### src/rtl/sim_status_reporter.sv
// Simulation status producer: counts check results, emits sequenced report words,
// runs a watchdog and finishes with a summary word and sticky done/success flags.
module sim_status_reporter #(
   parameter int unsigned MIN_PASS       = 1,
   parameter int unsigned TIMEOUT_CYCLES = 500000
) (
   input  logic        refclk,
   input  logic        rst,
   input  logic        check_valid,
   output logic        check_ready,
   input  logic        check_pass,
   input  logic [15:0] check_code,
   input  logic        finish_req,
   output logic [31:0] sim_report,
   output logic        report_stb,
   output logic        sim_success,
   output logic        sim_done
);

   typedef enum logic [1:0] {
      RUN     = 2'd0,
      SUMMARY = 2'd1,
      DONE    = 2'd2
   } state_t;

   localparam logic [3:0] KIND_PASS    = 4'd1;
   localparam logic [3:0] KIND_FAIL    = 4'd2;
   localparam logic [3:0] KIND_SUMMARY = 4'd3;
   localparam logic [3:0] KIND_TIMEOUT = 4'd4;

   state_t      state;
   logic [11:0] pass_cnt;
   logic [11:0] fail_cnt;
   logic [3:0]  seq;
   logic [31:0] wd;
   logic        timeout;

   logic        accept;
   logic        wd_hit;
   logic        pass_ok;
   logic [11:0] pass_inc;
   logic [11:0] fail_inc;

   assign check_ready = (state == RUN);
   assign accept      = check_valid & check_ready;

   always_comb begin
      wd_hit   = (TIMEOUT_CYCLES != 0) && (wd == TIMEOUT_CYCLES - 1);
      pass_ok  = (32'(pass_cnt) >= MIN_PASS);
      // counters stick at all-ones instead of wrapping
      pass_inc = (pass_cnt == '1) ? pass_cnt : pass_cnt + 12'd1;
      fail_inc = (fail_cnt == '1) ? fail_cnt : fail_cnt + 12'd1;
   end

   always_ff @(posedge refclk) begin
      if (rst) begin
         state       <= RUN;
         sim_report  <= '0;
         report_stb  <= 1'b0;
         sim_success <= 1'b0;
         sim_done    <= 1'b0;
         pass_cnt    <= '0;
         fail_cnt    <= '0;
         seq         <= '0;
         wd          <= '0;
         timeout     <= 1'b0;
      end else begin
         report_stb <= 1'b0;
         case (state)
            RUN: begin
               wd <= wd + 32'd1;
               if (accept) begin
                  if (check_pass) pass_cnt <= pass_inc;
                  else            fail_cnt <= fail_inc;
                  sim_report <= {seq + 4'd1, check_pass ? KIND_PASS : KIND_FAIL,
                                 8'h00, check_code};
                  report_stb <= 1'b1;
                  seq        <= seq + 4'd1;
               end
               if (finish_req || wd_hit) begin
                  state   <= SUMMARY;
                  timeout <= wd_hit & ~finish_req;
               end
            end
            SUMMARY: begin
               sim_report <= {seq + 4'd1, timeout ? KIND_TIMEOUT : KIND_SUMMARY,
                              pass_cnt, fail_cnt};
               report_stb <= 1'b1;
               seq        <= seq + 4'd1;
               state      <= DONE;
            end
            DONE: begin
               if (!sim_done) begin
                  sim_done    <= 1'b1;
                  sim_success <= (fail_cnt == '0) && pass_ok && !timeout;
               end
            end
            default: state <= RUN;
         endcase
      end
   end

endmodule

### config.mk
export PLATFORM = sky130hd
export DESIGN_NAME = sim_status_reporter
export DESIGN_NICKNAME = d
export VERILOG_FILES = /design/src/rtl/sim_status_reporter.sv
export SDC_FILE = /design/constraint.sdc
export NUM_CORES = 1
export LEC_CHECK = 0
export ABC_AREA = 1
export BUFFER_PORTS_ARGS = -buffer_cell sky130_fd_sc_hd__buf_2
export CAP_MARGIN = 0
export CORE_MARGIN = 1
export CORE_UTILIZATION = 49
export DETAILED_ROUTE_END_ITERATION = 8
export MAX_ROUTING_LAYER = met4
export PLACE_DENSITY = 0.78
export SYNTH_ARGS = -nofsm -noshare
export SYNTH_HDL_FRONTEND = slang
export SYNTH_SLANG_ARGS = --single-unit
### constraint.sdc
create_clock -name refclk -period 1.8 [get_ports refclk]
set_input_delay 0.09 -clock refclk [delete_from_list [all_inputs] [get_ports refclk]]
set_output_delay 0.09 -clock refclk [all_outputs]
set_load 0.01 [all_outputs]
Yosys cells after proc, flatten, opt, wreduce, memory -nomap -nowiden
Index checks and enable logic that the tools add are counted.
- output and inout port bits: 36
- logic and storage cells: 53
- input bits: 21
- register bits after elaboration: 98
- multiplexer cells: 10
- $lt $le $gt $ge: 1
- equal/unequal tests: 7
- add/sub/neg operators: 4
- reduce and logical (&&, ||, !) cells: 13
- bitwise gates (word level): 8
- operators with widths (operator ; number):
    32-bit case mux with 2 select lines ; 1
    32-bit by 1-bit adder with 32-bit output, second input constant ; 1
    32-bit by 19-bit == test with 1-bit output, second input constant ; 1
    32-bit 2-to-1 mux ; 1
    12-bit by 1-bit adder with 12-bit output, second input constant ; 2
    12-bit == test, second input constant ; 2
    12-bit by 1-bit greater-or-equal comparator with 1-bit output, second input constant ; 1
    12-bit zero test ; 1
    4-bit case mux with 2 select lines ; 1
    2-bit AND reduction ; 4
    4-bit AND reduction ; 2
    1-bit NOT ; 6
    2-bit case mux with 3 select lines ; 1
    4-bit by 1-bit adder with 4-bit output, second input constant ; 1
    2-bit 2-to-1 mux ; 2
    4-bit 2-to-1 mux ; 1
    2-bit by 1-bit inequality test with 1-bit output, second input constant ; 2
    3-bit 2-to-1 mux ; 1
    1-bit AND ; 2
    2-bit by 1-bit == test with 1-bit output, second input constant ; 1
    2-bit == test, second input constant ; 1
    1-bit logical AND ; 2
    2-bit zero test ; 1
    1-bit case mux with 2 select lines ; 1
    4 further kinds ; 4

Longest topological paths before layout
- word-level depth: 4
- depth in mapped cells: 11
- gate-level depth less buffers: 11

Worst setup path after synthesis
No wires, ideal clock.
- kind: reg-to-reg
- start: register wd[0]
- end: register wd[22]
- buffers on the path: 0
- setup slack: 0.364 ns
- cell stages (with the launch flop): 9
- arrival time: 1.321 ns
- setup time: 0.115 ns
- cells stage by stage: dfxtp_1 ha_1 nand3_2 nor2_8 nand4_4 nor3_2 nand2_1 nand2_1 nor2_1
- word-level cells in the longest chain between the ends: 1
- ends and longest elaborated chain (item ; RTL line ; RTL):
    start: declaration ; 35 ; logic [31:0] wd;
    start signal: assignment ; 71 ; wd <= wd + 32'd1;
    32-bit by 1-bit adder with 32-bit output ; 71 ;
Every way passes these cells.
A chain may end at the register's enable or synchronous reset.

Worst setup path after layout
- start: register fail_cnt[1]
- end: register fail_cnt[6]
- word-level cells in the longest chain between the ends: 3
- ends and longest elaborated chain (item ; RTL line ; RTL):
    start: declaration ; 33 ; logic [11:0] fail_cnt;
    start signal: assignment ; 74 ; else fail_cnt <= fail_inc;
    branches (longest 3 deep; another with 12-bit by 1-bit adder with 12-bit output) ; - ;
Parallel ways; which one is timed is not known.

==> summary.txt <==
Status
  – Status: finished, final reports clean

Floorplanning
  – Top Ports: 57
  – Row Count: 35
  – Core box area: 9280 um^2
  – Die area: 10000 um^2
  – Chip width: 100 um
  – Initial Util: between 50% and 60%
  – Vert. Die Dim: between 100 and 150 um

Pwr
  – Net Sw Frac: 27.1%
  – Pleak: 2.22 nW
  – Flop pwr share: 53.9%
  – Pwr dens: 743 nW/um^2
  – Internal: 2.97 mW
  – Sw power: 1.10 mW
  – Clock power frac: 33.7%
  – Comb pwr share: between 10% and 20%
  – Max VDD drop: slightly above 0.4 mV

Critical path
  – FF-to-FF End: fail_cnt[6]
  – Reg2Reg Setup Slack: 0.13 ns
  – CP arrival: between 1.5 and 2 ns
  – Crit-path most repeated cell: nand2_1
  – Ordered list of cells on the worst path: ha_1, nand2_1, nor3_2, nand2_1, nand2_2, inv_2, nand2_1, nand2_1, nand2_1, nor2_1
  – CP required: 2.07 ns
  – Critical Path Fanout Max: 13
  – Worst Setup End Kind: flop
  – Slowest cell delay on critical path: 0.38 ns
  – Critical Path Start Type: flop
  – R2r worst-path depth: 10
  – Crit Path Category: flop to flop
  – Crit Reg-Reg Startpoint: fail_cnt[1]
  – CP max-delay cell: dfxtp_1

Routing
  – Routed via count: 4556
  – Vias/cell: 5.18
  – WL final: 11.4 mm
  – Average wire per standard cell: 12.9 um
  – Detailed-route DRC error count: 0
  – Iter 0 DRT Violations: 270
  – Post-route ant nets: 0
  – DR pass1 iterations: 5

Finish
  – Synthesis-to-layout area growth: 16.1%
  – Footprint of the multi-input gates: 2470 um^2
  – Final Non-Filler Cells: between 800 and 900
  – Filler cell count: 867
  – Layout cells sized above 1: between 10% and 20%
  – Reg area: approximately 1900 um^2
  – Layout net count: 775
  – Total inserted antenna cells: 0

Placement
  – DP Wirelength: 7.94 mm
  – I/O Buffers: 55
  – GP Congestion: 0.939
  – Inst Count DP: around 850

Synth
  – Sequential fraction of the synthesis area: 39.4%
  – Top_reg_cell synth: dfxtp_1
  – Synth warn: 0
  – Synthesized net count: between 700 and 800
  – Post-synthesis async set-or-reset flop share: 0%
  – #FFs+latches synth: 93
  – Avg Inst Size Synth: between 6 and 7 um^2
  – Cells after synthesis: 677
  – EDFF count, synth: 0
  – Post-Syn Area: 4720 um^2
  – Netlist cell types: 35

Hold path
  – Worst hold stages: 4
  – Worst hold path endpoint: timeout
  – Min-Delay Path Class: input pin to flop
  – Hold path start: finish_req

Clocking
  – CTS tree: yes
  – CTS buffer count: 9
  – Clock Root Buffer: clkbuf_8
  – Clk Latency, worst-skew pair: 0.36 ns
  – Max clock buf depth: 2
  – H-tree levels: 3
  – Clock Sinks: 93
  – Clock Pin Slew Worst Setup and Hold Paths: 0.09 ns

Timing
  – Slew Viols, Final: 0
  – Final hold violations: 0
  – Fmax: 598 MHz
  – Post-layout min period: 1.67 ns
  – Setup violators final: 0
  – Final worst-path cycle share: roughly 93%
  – Clock skew: 0.0103 ns
  – Setup_tns: 0 ns
  – RSZ-0062 raised after global routing: no

Global route
  – GRT Overall Usage: between 20 and 25%
  – Vias in the first global route: 4295
  – Largest net degree at the start of global routing: 41
  – First-pass GRT wire length: roughly 19 mm
  – Initial antenna violation count: 0
  – GR Overflow Total: 0

Flow run
  – Max-cap violations: 0
## placed cells by master (no fill, tap or decap), types with 2 or more instances in the layout
master	netlist	layout
nand2_1	177	177
dfxtp_1	93	92
inv_1	67	67
nor2_1	63	63
a21oi_1	58	58
buf_2	4	55
nand3_1	35	35
nor3_1	20	20
o21ai_1	20	20
o21ai_0	20	20
nand4_1	16	16
a31oi_1	16	16
dlygate4sd3_1	0	16
nor2_4	9	9
clkbuf_8	0	9
buf_4	5	9
xor2_1	8	8
inv_2	7	7
ha_1	7	7
nor2_2	5	5
nand2_2	5	5
nor3_2	4	4
xnor2_1	4	4
nand3_2	3	3
and3_1	3	3
nor4_1	3	3
nand2_4	2	2
nand4_4	2	2
nor3b_1	2	2
clkinv_2	0	2
clkinv_4	0	2
## power by group through the flow
stage | sequential [mW] | combinational, mW | clock (mW)
global placement | 2.23 | 0.461 | 0
global route | 2.20 | 0.560 | 1.50
detailed placement | 2.24 | 0.475 | 0
floorplan | 2.26 | 0.284 | 0
finish | 2.19 | 0.507 | 1.37
CTS | 2.19 | 0.503 | 1.40
## critical path, delay by kind of cell, from the launching register on
family        cells  cell delay, ns
simple gates      8            0.89
buf+inv           1            0.13
fa+ha+maj         1            0.19
flops             1            0.38
## synthesized netlist by cell type, types with 2 or more instances
library cell  count  area share (%)
xnor2_1           4            0.74
nand3_1          35             3.7
o21ai_1          20             2.1
nor2_2            5            0.66
nor2_4            9             2.1
nor3_2            4            0.85
nand3_2           3            0.64
nor3b_1           2            0.32
nand2_4           2            0.48
inv_2             7            0.56
nor2_1           63             5.0
nand4_1          16             2.1
buf_2             4            0.42
and3_1            3            0.40
inv_1            67             5.3
nand4_4           2            0.90
xor2_1            8             1.5
o21ai_0          20             2.1
ha_1              7             1.9
nor4_1            3            0.40
a31oi_1          16             2.1
nand2_1         177              14
buf_4             5            0.79
dfxtp_1          93              39
a21oi_1          58             6.1
nor3_1           20             2.1
nand2_2           5            0.66
clkbuf_1         12            0.95
## final cells by class
class / instances / share of cell area, %
well taps: 129 / 2.94
clock buffers: 9 / 2.26
clock inverters: 6 / 1.19
flip-flops and latches: 93 / 34.0
repair buffers: 81 / 9.54
multi-input cells: 488 / 45.0
inverters: 74 / 5.07
## what timing repair did
item	CTS	global route
hold buffers	16	0
endpoints found under the hold margin	16	0
setup endpoints to repair	0	8
buffers inserted	0	0
gates resized for setup	0	1
## routing by layer
metal / track usage [%] / routed length (um) / vias to the layer above / share of wire, %
li1: - / - / 2346 / -
met1: 30.3 / 5370 / 2054 / 47
met2: 38.1 / 5190 / 136 / 46
met3: 4.94 / 573 / 20 / 5.0
met4: 10.0 / 236 / 0 / 2.1
met5: - / 0 / - / 0
## sequential cells by signal, indices dropped and copies added (netlist names)
name         cells
wd              32
sim_report      28
fail_cnt        12
pass_cnt        12
seq              3
state            2
report_stb       1
sim_done         1
sim_success      1
timeout          1
## per-stage QoR
stage | hold slack (ns) | utilization (%) | power, mW | worst slack [ns] | area, um^2
2_1_floorplan | 0.251 | - | 2.55 | 0.364 | 4720
3_3_place_gp | 0.357 | 55.3 | 2.69 | 0.237 | 5130
3_5_place_dp | 0.362 | 55.3 | 2.71 | 0.158 | 5130
5_1_grt | 0.0425 | 59.1 | 4.27 | 0.00371 | 5480
6_report | 0.0411 | 59.1 | 4.07 | 0.129 | 5480
4_1_cts | 0.0179 | 59.1 | 4.10 | 0.126 | 5480
## kinds of logic (layout without fill, tap and decap cells)
group,after synthesis,count (layout),synth area share [%]
XOR/XNOR,12,12,2.23
AND/OR/NAND/NOR,351,351,35.0
AO/OA/AOI/OAI,117,117,13.1
adder cells (fa/ha/maj),7,7,1.85
buffers and inverters,96,170,8.29
other,1,1,0.0794
flip-flops,93,93,39.4
## how the worst max path moves through the flow
stage / start / endpoint / cells after the start
finish: fail_cnt[1] / fail_cnt[6] / 10
global route: fail_cnt[1] / fail_cnt[6] / 10
CTS: fail_cnt[1] / fail_cnt[6] / 10
detailed placement: fail_cnt[1] / fail_cnt[6] / 10
global placement: pass_cnt[0] / pass_cnt[2] / 10
floorplan: wd[0] / wd[22] / 8
No activity file was read; power rests on OpenSTA's default activity.
